<file path="config.mk">
export PLATFORM = sky130hd
export DESIGN_NAME = arm_mmio_bus
export DESIGN_NICKNAME = d
export VERILOG_FILES = /design/src/rtl/arm_mmio_bus.sv
export SDC_FILE = /design/constraint.sdc
export NUM_CORES = 2
export LEC_CHECK = 0
export CAP_MARGIN = 20
export CELL_PAD_IN_SITES_DETAIL_PLACEMENT = 0
export CELL_PAD_IN_SITES_GLOBAL_PLACEMENT = 2
export CORE_UTILIZATION = 33
export DETAILED_ROUTE_END_ITERATION = 8
export PLACE_DENSITY_LB_ADDON = 0.12
export SETUP_SLACK_MARGIN = 0.2
export SYNTH_ARGS = -nofsm -noshare
export SYNTH_HDL_FRONTEND = slang
export SYNTH_SLANG_ARGS = --single-unit
</file>
<file path="constraint.sdc">
create_clock -name clk -period 5.3 [get_ports clk]
set_input_delay 1.325 -clock clk [delete_from_list [all_inputs] [get_ports clk]]
set_output_delay 1.325 -clock clk [all_outputs]
set_load 0.01 [all_outputs]
</file>
<file path="src/rtl/arm_mmio_bus.sv">
// Memory-mapped bus for a single-cycle ARM-style core: word RAM, LED/switch/hex I/O
// and a prescaled down-counting timer with expiry flag. Reads are combinational.
module arm_mmio_bus #(
    parameter int unsigned RAM_WORDS = 64,
    parameter int unsigned PRESCALE  = 50000
) (
    input  logic        clk,
    input  logic        reset,
    input  logic        MemWrite,
    input  logic [31:0] Addr,
    input  logic [31:0] WriteData,
    output logic [31:0] ReadData,
    input  logic [9:0]  Switches,
    output logic [9:0]  LEDs,
    output logic [23:0] HexDigits,
    output logic        TimerIRQ
);

    localparam int unsigned RAM_AW = (RAM_WORDS > 1) ? $clog2(RAM_WORDS) : 1;
    localparam int unsigned PS_W   = (PRESCALE > 1) ? $clog2(PRESCALE) : 1;
    localparam logic [PS_W-1:0] PS_MAX = PS_W'(PRESCALE - 1);

    typedef enum logic [3:0] {
        SEL_NONE,
        SEL_RAM,
        SEL_LEDS,
        SEL_SW,
        SEL_TCTRL,
        SEL_TLOAD,
        SEL_TCOUNT,
        SEL_TSTAT,
        SEL_HEX
    } sel_e;

    sel_e              sel;
    logic [RAM_AW-1:0] ram_idx;
    logic [31:0]       ram [RAM_WORDS];

    logic [9:0]      leds_q,   leds_d;
    logic [23:0]     hex_q,    hex_d;
    logic            en_q,     en_d;
    logic            auto_q,   auto_d;
    logic [31:0]     tload_q,  tload_d;
    logic [31:0]     tcount_q, tcount_d;
    logic [PS_W-1:0] presc_q,  presc_d;
    logic            exp_q,    exp_d;
    logic [9:0]      sw_meta_q, sw_sync_q;

    logic tick;
    logic exp_set;
    logic wr_ram, wr_leds, wr_tctrl, wr_tload, wr_tstat, wr_hex;

    // Anything outside the low 4 KiB, or in the gaps of the map, decodes to SEL_NONE.
    always_comb begin
        sel = SEL_NONE;
        if (Addr[31:12] == '0) begin
            if (Addr[11:8] == 4'h0) begin
                sel = SEL_RAM;
            end else begin
                case (Addr[11:2])
                    10'h100: sel = SEL_LEDS;
                    10'h101: sel = SEL_SW;
                    10'h102: sel = SEL_TCTRL;
                    10'h103: sel = SEL_TLOAD;
                    10'h104: sel = SEL_TCOUNT;
                    10'h105: sel = SEL_TSTAT;
                    10'h106: sel = SEL_HEX;
                    default: sel = SEL_NONE;
                endcase
            end
        end
    end

    assign ram_idx  = RAM_AW'(Addr[7:2] & 6'(RAM_WORDS - 1));

    assign wr_ram   = MemWrite && (sel == SEL_RAM);
    assign wr_leds  = MemWrite && (sel == SEL_LEDS);
    assign wr_tctrl = MemWrite && (sel == SEL_TCTRL);
    assign wr_tload = MemWrite && (sel == SEL_TLOAD);
    assign wr_tstat = MemWrite && (sel == SEL_TSTAT);
    assign wr_hex   = MemWrite && (sel == SEL_HEX);

    // RAM contents deliberately survive reset; only the write strobe is gated.
    always_ff @(posedge clk) begin
        if (!reset && wr_ram) begin
            ram[ram_idx] <= WriteData;
        end
    end

    assign tick = en_q && (presc_q == PS_MAX);

    always_comb begin
        leds_d   = leds_q;
        hex_d    = hex_q;
        en_d     = en_q;
        auto_d   = auto_q;
        tload_d  = tload_q;
        tcount_d = tcount_q;
        presc_d  = presc_q;
        exp_d    = exp_q;
        exp_set  = 1'b0;

        if (wr_leds) leds_d = WriteData[9:0];
        if (wr_hex)  hex_d  = WriteData[23:0];

        if (en_q) begin
            presc_d = tick ? '0 : presc_q + 1'b1;
        end

        // A TLOAD write in the same cycle consumes the tick entirely.
        if (tick && (tcount_q != '0) && !wr_tload) begin
            if (tcount_q == 32'd1) begin
                exp_set = 1'b1;
                if (auto_q) begin
                    tcount_d = tload_q;
                end else begin
                    tcount_d = '0;
                    en_d     = 1'b0;
                end
            end else begin
                tcount_d = tcount_q - 32'd1;
            end
        end

        if (wr_tstat && WriteData[0]) exp_d = 1'b0;
        if (exp_set)                  exp_d = 1'b1;

        if (wr_tctrl) begin
            en_d   = WriteData[0];
            auto_d = WriteData[1];
            if (WriteData[0] && !en_q) presc_d = '0;
        end

        if (wr_tload) begin
            tload_d  = WriteData;
            tcount_d = WriteData;
            presc_d  = '0;
        end

        if (!en_d) presc_d = '0;
    end

    always_ff @(posedge clk) begin
        if (reset) begin
            leds_q    <= '0;
            hex_q     <= '0;
            en_q      <= 1'b0;
            auto_q    <= 1'b0;
            tload_q   <= '0;
            tcount_q  <= '0;
            presc_q   <= '0;
            exp_q     <= 1'b0;
            sw_meta_q <= '0;
            sw_sync_q <= '0;
        end else begin
            leds_q    <= leds_d;
            hex_q     <= hex_d;
            en_q      <= en_d;
            auto_q    <= auto_d;
            tload_q   <= tload_d;
            tcount_q  <= tcount_d;
            presc_q   <= presc_d;
            exp_q     <= exp_d;
            sw_meta_q <= Switches;
            sw_sync_q <= sw_meta_q;
        end
    end

    always_comb begin
        ReadData = '0;
        case (sel)
            SEL_RAM:    ReadData = ram[ram_idx];
            SEL_LEDS:   ReadData = {22'd0, leds_q};
            SEL_SW:     ReadData = {22'd0, sw_sync_q};
            SEL_TCTRL:  ReadData = {30'd0, auto_q, en_q};
            SEL_TLOAD:  ReadData = tload_q;
            SEL_TCOUNT: ReadData = tcount_q;
            SEL_TSTAT:  ReadData = {31'd0, exp_q};
            SEL_HEX:    ReadData = {8'd0, hex_q};
            default:    ReadData = '0;
        endcase
    end

    assign LEDs      = leds_q;
    assign HexDigits = hex_q;
    assign TimerIRQ  = exp_q;

endmodule

</file>
==> summary.txt <==
CTS
  – Clock transition at the registers of the reported paths: 0.06 ns
  – Max clock buf depth: 3
  – CTS tree: built
  – Num CTS Buffers: 236
  – Post-CTS Hold Buffers: 0
  – Clock sinks: 2185
  – H-tree Lvls: 4
  – Worst skew pair latency: 0.89 ns
  – Root buffer cell: clkbuf_16

Drt
  – Vias post-DR: 46.2k
  – # DRC: 0
  – Drt via density: 5.34
  – Drt wl/cell: 33.1 um
  – Post-DRT Antenna Nets: 0
  – Routed wire length: 286000 um
  – Initial DRC Count: 4722
  – Drt pass-1 iters: 6

Finish
  – Nets@finish: 5159
  – Final instance area: 108000 sq um
  – Fillers: 22.3k
  – Fraction of layout cells with a size suffix above 1: 37.8%
  – Layout Cells excl Fill: 8652
  – Area Overhead vs Synth: 27.4%
  – Final core occ: 42.4%

Synth
  – Register area share after synthesis: 75.6%
  – Ys flop type: edfxtp_1
  – Synth Cell Area: 85000 sq um
  – Distinct cells, synth: 70
  – Post-synth EDFFs: 2048
  – Async SR Flop Fraction: 0%
  – Syn avg cell area: 20.5 sq um
  – Syn Nets: 4221
  – Post-Synthesis Cells: 4141
  – Register bit total from synthesis: 2185
  – Synth Warn #: 0

Placed design
  – Port bufs: 141
  – Post-place instance area: 97200 sq um
  – Placer congestion estimate: 0.789
  – DPL Wire Length: 181000 um
  – Placed Cells incl. Taps: 8040

Power and ir drop
  – Reg power frac: 50.4%
  – Gate power share: 5.9%
  – Pwr dens: 346 nW/um^2
  – Sw power: 8210 uW
  – Leakage power: 0.0349 uW
  – Switching share of power: 22.0%
  – Peak VDD IR: 0.000388 V
  – Final Power: 37400 uW
  – Clk pwr share: 43.7%
  – Cell internal pwr: 29200 uW

STA
  – Period minus WS final: 5.32 ns
  – Fin crit share: 100%
  – Final setup fails: 1
  – Worst-margin pin slew: 1.36 ns
  – Pins over their slew limit: 0
  – Final Skew: 0.0448 ns
  – RSZ-0062 raised after global routing: yes
  – Final WS setup: -0.0164 ns
  – F_max: 0.188 GHz
  – Final hold vios: 0
  – Rel. slew slack: 9.01%

Global routing
  – Vias in the first global route: 47.0k
  – Initial antenna violation count: 32
  – Global-route wire length before repair: 393000 um
  – Total GRT Usage: 22.1%
  – Largest net degree at the start of global routing: 74
  – GRT overflow: 0

Outcome
  – Failing checks: negative setup slack
  – Outcome: finished, violations left

Worst setup path
  – CP Launch Type: input port
  – CP arrival: 3.99 ns
  – Worst path max stage delay: 0.53 ns
  – Top cell by count, worst path: buf_16
  – Critical-path top delay cell: mux4_2
  – Crit Path Class: input port to primary output
  – Endpoint type of the worst setup path: primary output
  – Crit Path Max Fanout: 6
  – Required @ worst endpoint: 3.97 ns
  – CP Cell Sequence: buf_16 > buf_16 > buf_12 > buf_6 > buf_12 > buf_16 > mux4_2 > mux4_2 > o22a_1 > o211ai_1 > o2111ai_2 > buf_2

Die
  – Die width: 510 um
  – Full die area: 260000 sq um
  – Row count: 185
  – Starting Density: 33.3%
  – I/O pin cnt: 144
  – Core area: 255000 sq um
  – Die Ht: 510 um

Job
  – Max cap viols: 0

Hold path
  – Hold/Removal Path Class: flip-flop to flip-flop
[per-layer routing]
layer / GRT usage (%) / part of all wire [%] / up-vias
met3: 2.99 / 4.8 / 278
li1: - / - / 19300
met1: 31.6 / 45 / 25400
met5: 0 / 0.029 / -
met2: 35.9 / 48 / 1200
met4: 4.38 / 1.9 / 12
[sequential cells by signal (all words and copies together) (netlist names)]
| signal | count |
|---|---|
| ram | 2048 |
| tcount_q | 32 |
| tload_q | 32 |
| HexDigits | 24 |
| presc_q | 16 |
| LEDs | 10 |
| sw_meta_q | 10 |
| sw_sync_q | 10 |
| TimerIRQ | 1 |
| auto_q | 1 |
| en_q | 1 |
[cell usage in the layout, fill, tap and decap left out, types with 11 or more instances in the layout]
| cell type | synthesis | layout |
|---|---|---|
| clkdlybuf4s50_1 | 0 | 46 |
| and3_1 | 13 | 12 |
| nor3_1 | 39 | 34 |
| a22oi_1 | 32 | 25 |
| nand3_1 | 30 | 28 |
| a222oi_1 | 23 | 23 |
| nor2b_1 | 72 | 72 |
| mux2i_2 | 0 | 11 |
| dfxtp_1 | 137 | 137 |
| buf_2 | 59 | 53 |
| buf_8 | 0 | 26 |
| edfxtp_1 | 2048 | 2048 |
| clkbuf_16 | 0 | 244 |
| a21oi_1 | 135 | 126 |
| o211ai_1 | 36 | 36 |
| nor4_1 | 24 | 17 |
| clkinv_1 | 0 | 61 |
| nor2_1 | 120 | 51 |
| buf_16 | 0 | 27 |
| nand2_1 | 175 | 172 |
| a31oi_1 | 18 | 17 |
| clkinv_2 | 0 | 43 |
| buf_12 | 0 | 202 |
| mux4_2 | 565 | 565 |
| o22ai_2 | 0 | 12 |
| nand4_1 | 13 | 13 |
| bufinv_16 | 0 | 23 |
| clkbuf_1 | 131 | 48 |
| a211oi_2 | 0 | 15 |
| buf_6 | 2 | 112 |
| mux2i_1 | 115 | 100 |
| a211oi_1 | 49 | 34 |
| nor2_4 | 0 | 66 |
| buf_4 | 1 | 464 |
| xor2_1 | 13 | 13 |
| o21ai_0 | 71 | 46 |
[synthesized netlist by cell type, drive strengths merged, types with 24 or more instances]
cell type / count / area [sq um]
edfxtp: 2048 / 61500
mux4: 565 / 12700
nand2: 175 / 657
dfxtp: 137 / 2740
a21oi: 135 / 676
clkbuf: 132 / 497
nor2: 120 / 450
buf: 117 / 532
mux2i: 115 / 1150
nor2b: 72 / 450
o21ai: 72 / 364
a211oi: 49 / 368
nor3: 39 / 195
o211ai: 36 / 270
a22oi: 32 / 240
nand3: 30 / 150
nor4: 24 / 150
[cells by family after synthesis]
| group | Yosys count | share of synthesized area [%] |
|---|---|---|
| flip-flops | 2185 | 75.6 |
| multiplexers | 681 | 16.3 |
| AND/OR/NAND/NOR | 540 | 3.07 |
| AO/OA/AOI/OAI | 451 | 3.50 |
| buffers and inverters | 258 | 1.25 |
| XOR/XNOR | 23 | 0.237 |
| adder cells (fa/ha/maj) | 3 | 0.0442 |
[power by group through the flow]
| stage | sequential (uW) | combinational [uW] | clock [uW] |
|---|---|---|---|
| final | 18900 | 2230 | 16300 |
| after global routing | 18800 | 2350 | 17300 |
| after CTS | 18900 | 2230 | 16700 |
| after detailed placement | 19200 | 1990 | 0 |
| after global placement | 19200 | 1980 | 0 |
| after floorplan | 19200 | 809 | 0 |
[through the flow]
stage | setup WS, ns | hold WS, ns | TNS (ns)
3_3_place_gp | -1.62 | 0.432 | -31.12
4_1_cts | -0.0431 | 0.452 | -0.0911
5_1_grt | -0.0486 | 0.464 | -0.0953
6_report | -0.0164 | 0.448 | -0.0164
3_5_place_dp | -1.54 | 0.425 | -23.05
2_1_floorplan | 0.249 | 0.414 | 0
[worst max-delay path: cells and delay by family]
| kind | cells | cell delay (ns) |
|---|---|---|
| buffers and inverters | 7 | 0.96 |
| AO/OA/AOI/OAI | 3 | 0.71 |
| multiplexers | 2 | 0.96 |
[area by class of cell]
cell class | instances | area [sq um] | share of cell area (%)
Sequential cell | 2185 | 64200 | 59.3
Tap cell | 3366 | 4210 | 3.89
Clock inverter | 150 | 1470 | 1.35
Multi-Input combinational cell | 1698 | 21100 | 19.5
Timing Repair Buffer | 949 | 11000 | 10.2
Inverter | 9 | 33.8 | 0.0312
Antenna cell | 8 | 20.0 | 0.0185
Clock buffer | 287 | 6160 | 5.69
[timing repair]
| action | in CTS | in global routing |
|---|---|---|
| resized for setup | 538 | 77 |
| cloned | 12 | 1 |
| buffers inserted | 132 | 21 |
| pin swaps | 82 | 57 |
| setup endpoints to repair | 32 | 32 |
[path summary, 6_finish.rpt]
path	depth (start not counted)	slack, ns	start	endpoint
worst max-delay path	12	-0.02	Addr[2]	ReadData[0]
worst max register to register	8	1.73	tcount_q[19]$_SDFFE_PP0P_	tcount_q[16]$_SDFFE_PP0P_
worst min-delay path	1	0.45	sw_meta_q[4]$_SDFF_PP0_	sw_sync_q[4]$_SDFF_PP0_
worst min register to register	1	0.45	sw_meta_q[4]$_SDFF_PP0_	sw_sync_q[4]$_SDFF_PP0_
Note: power is estimated with default switching activity, not from simulation.
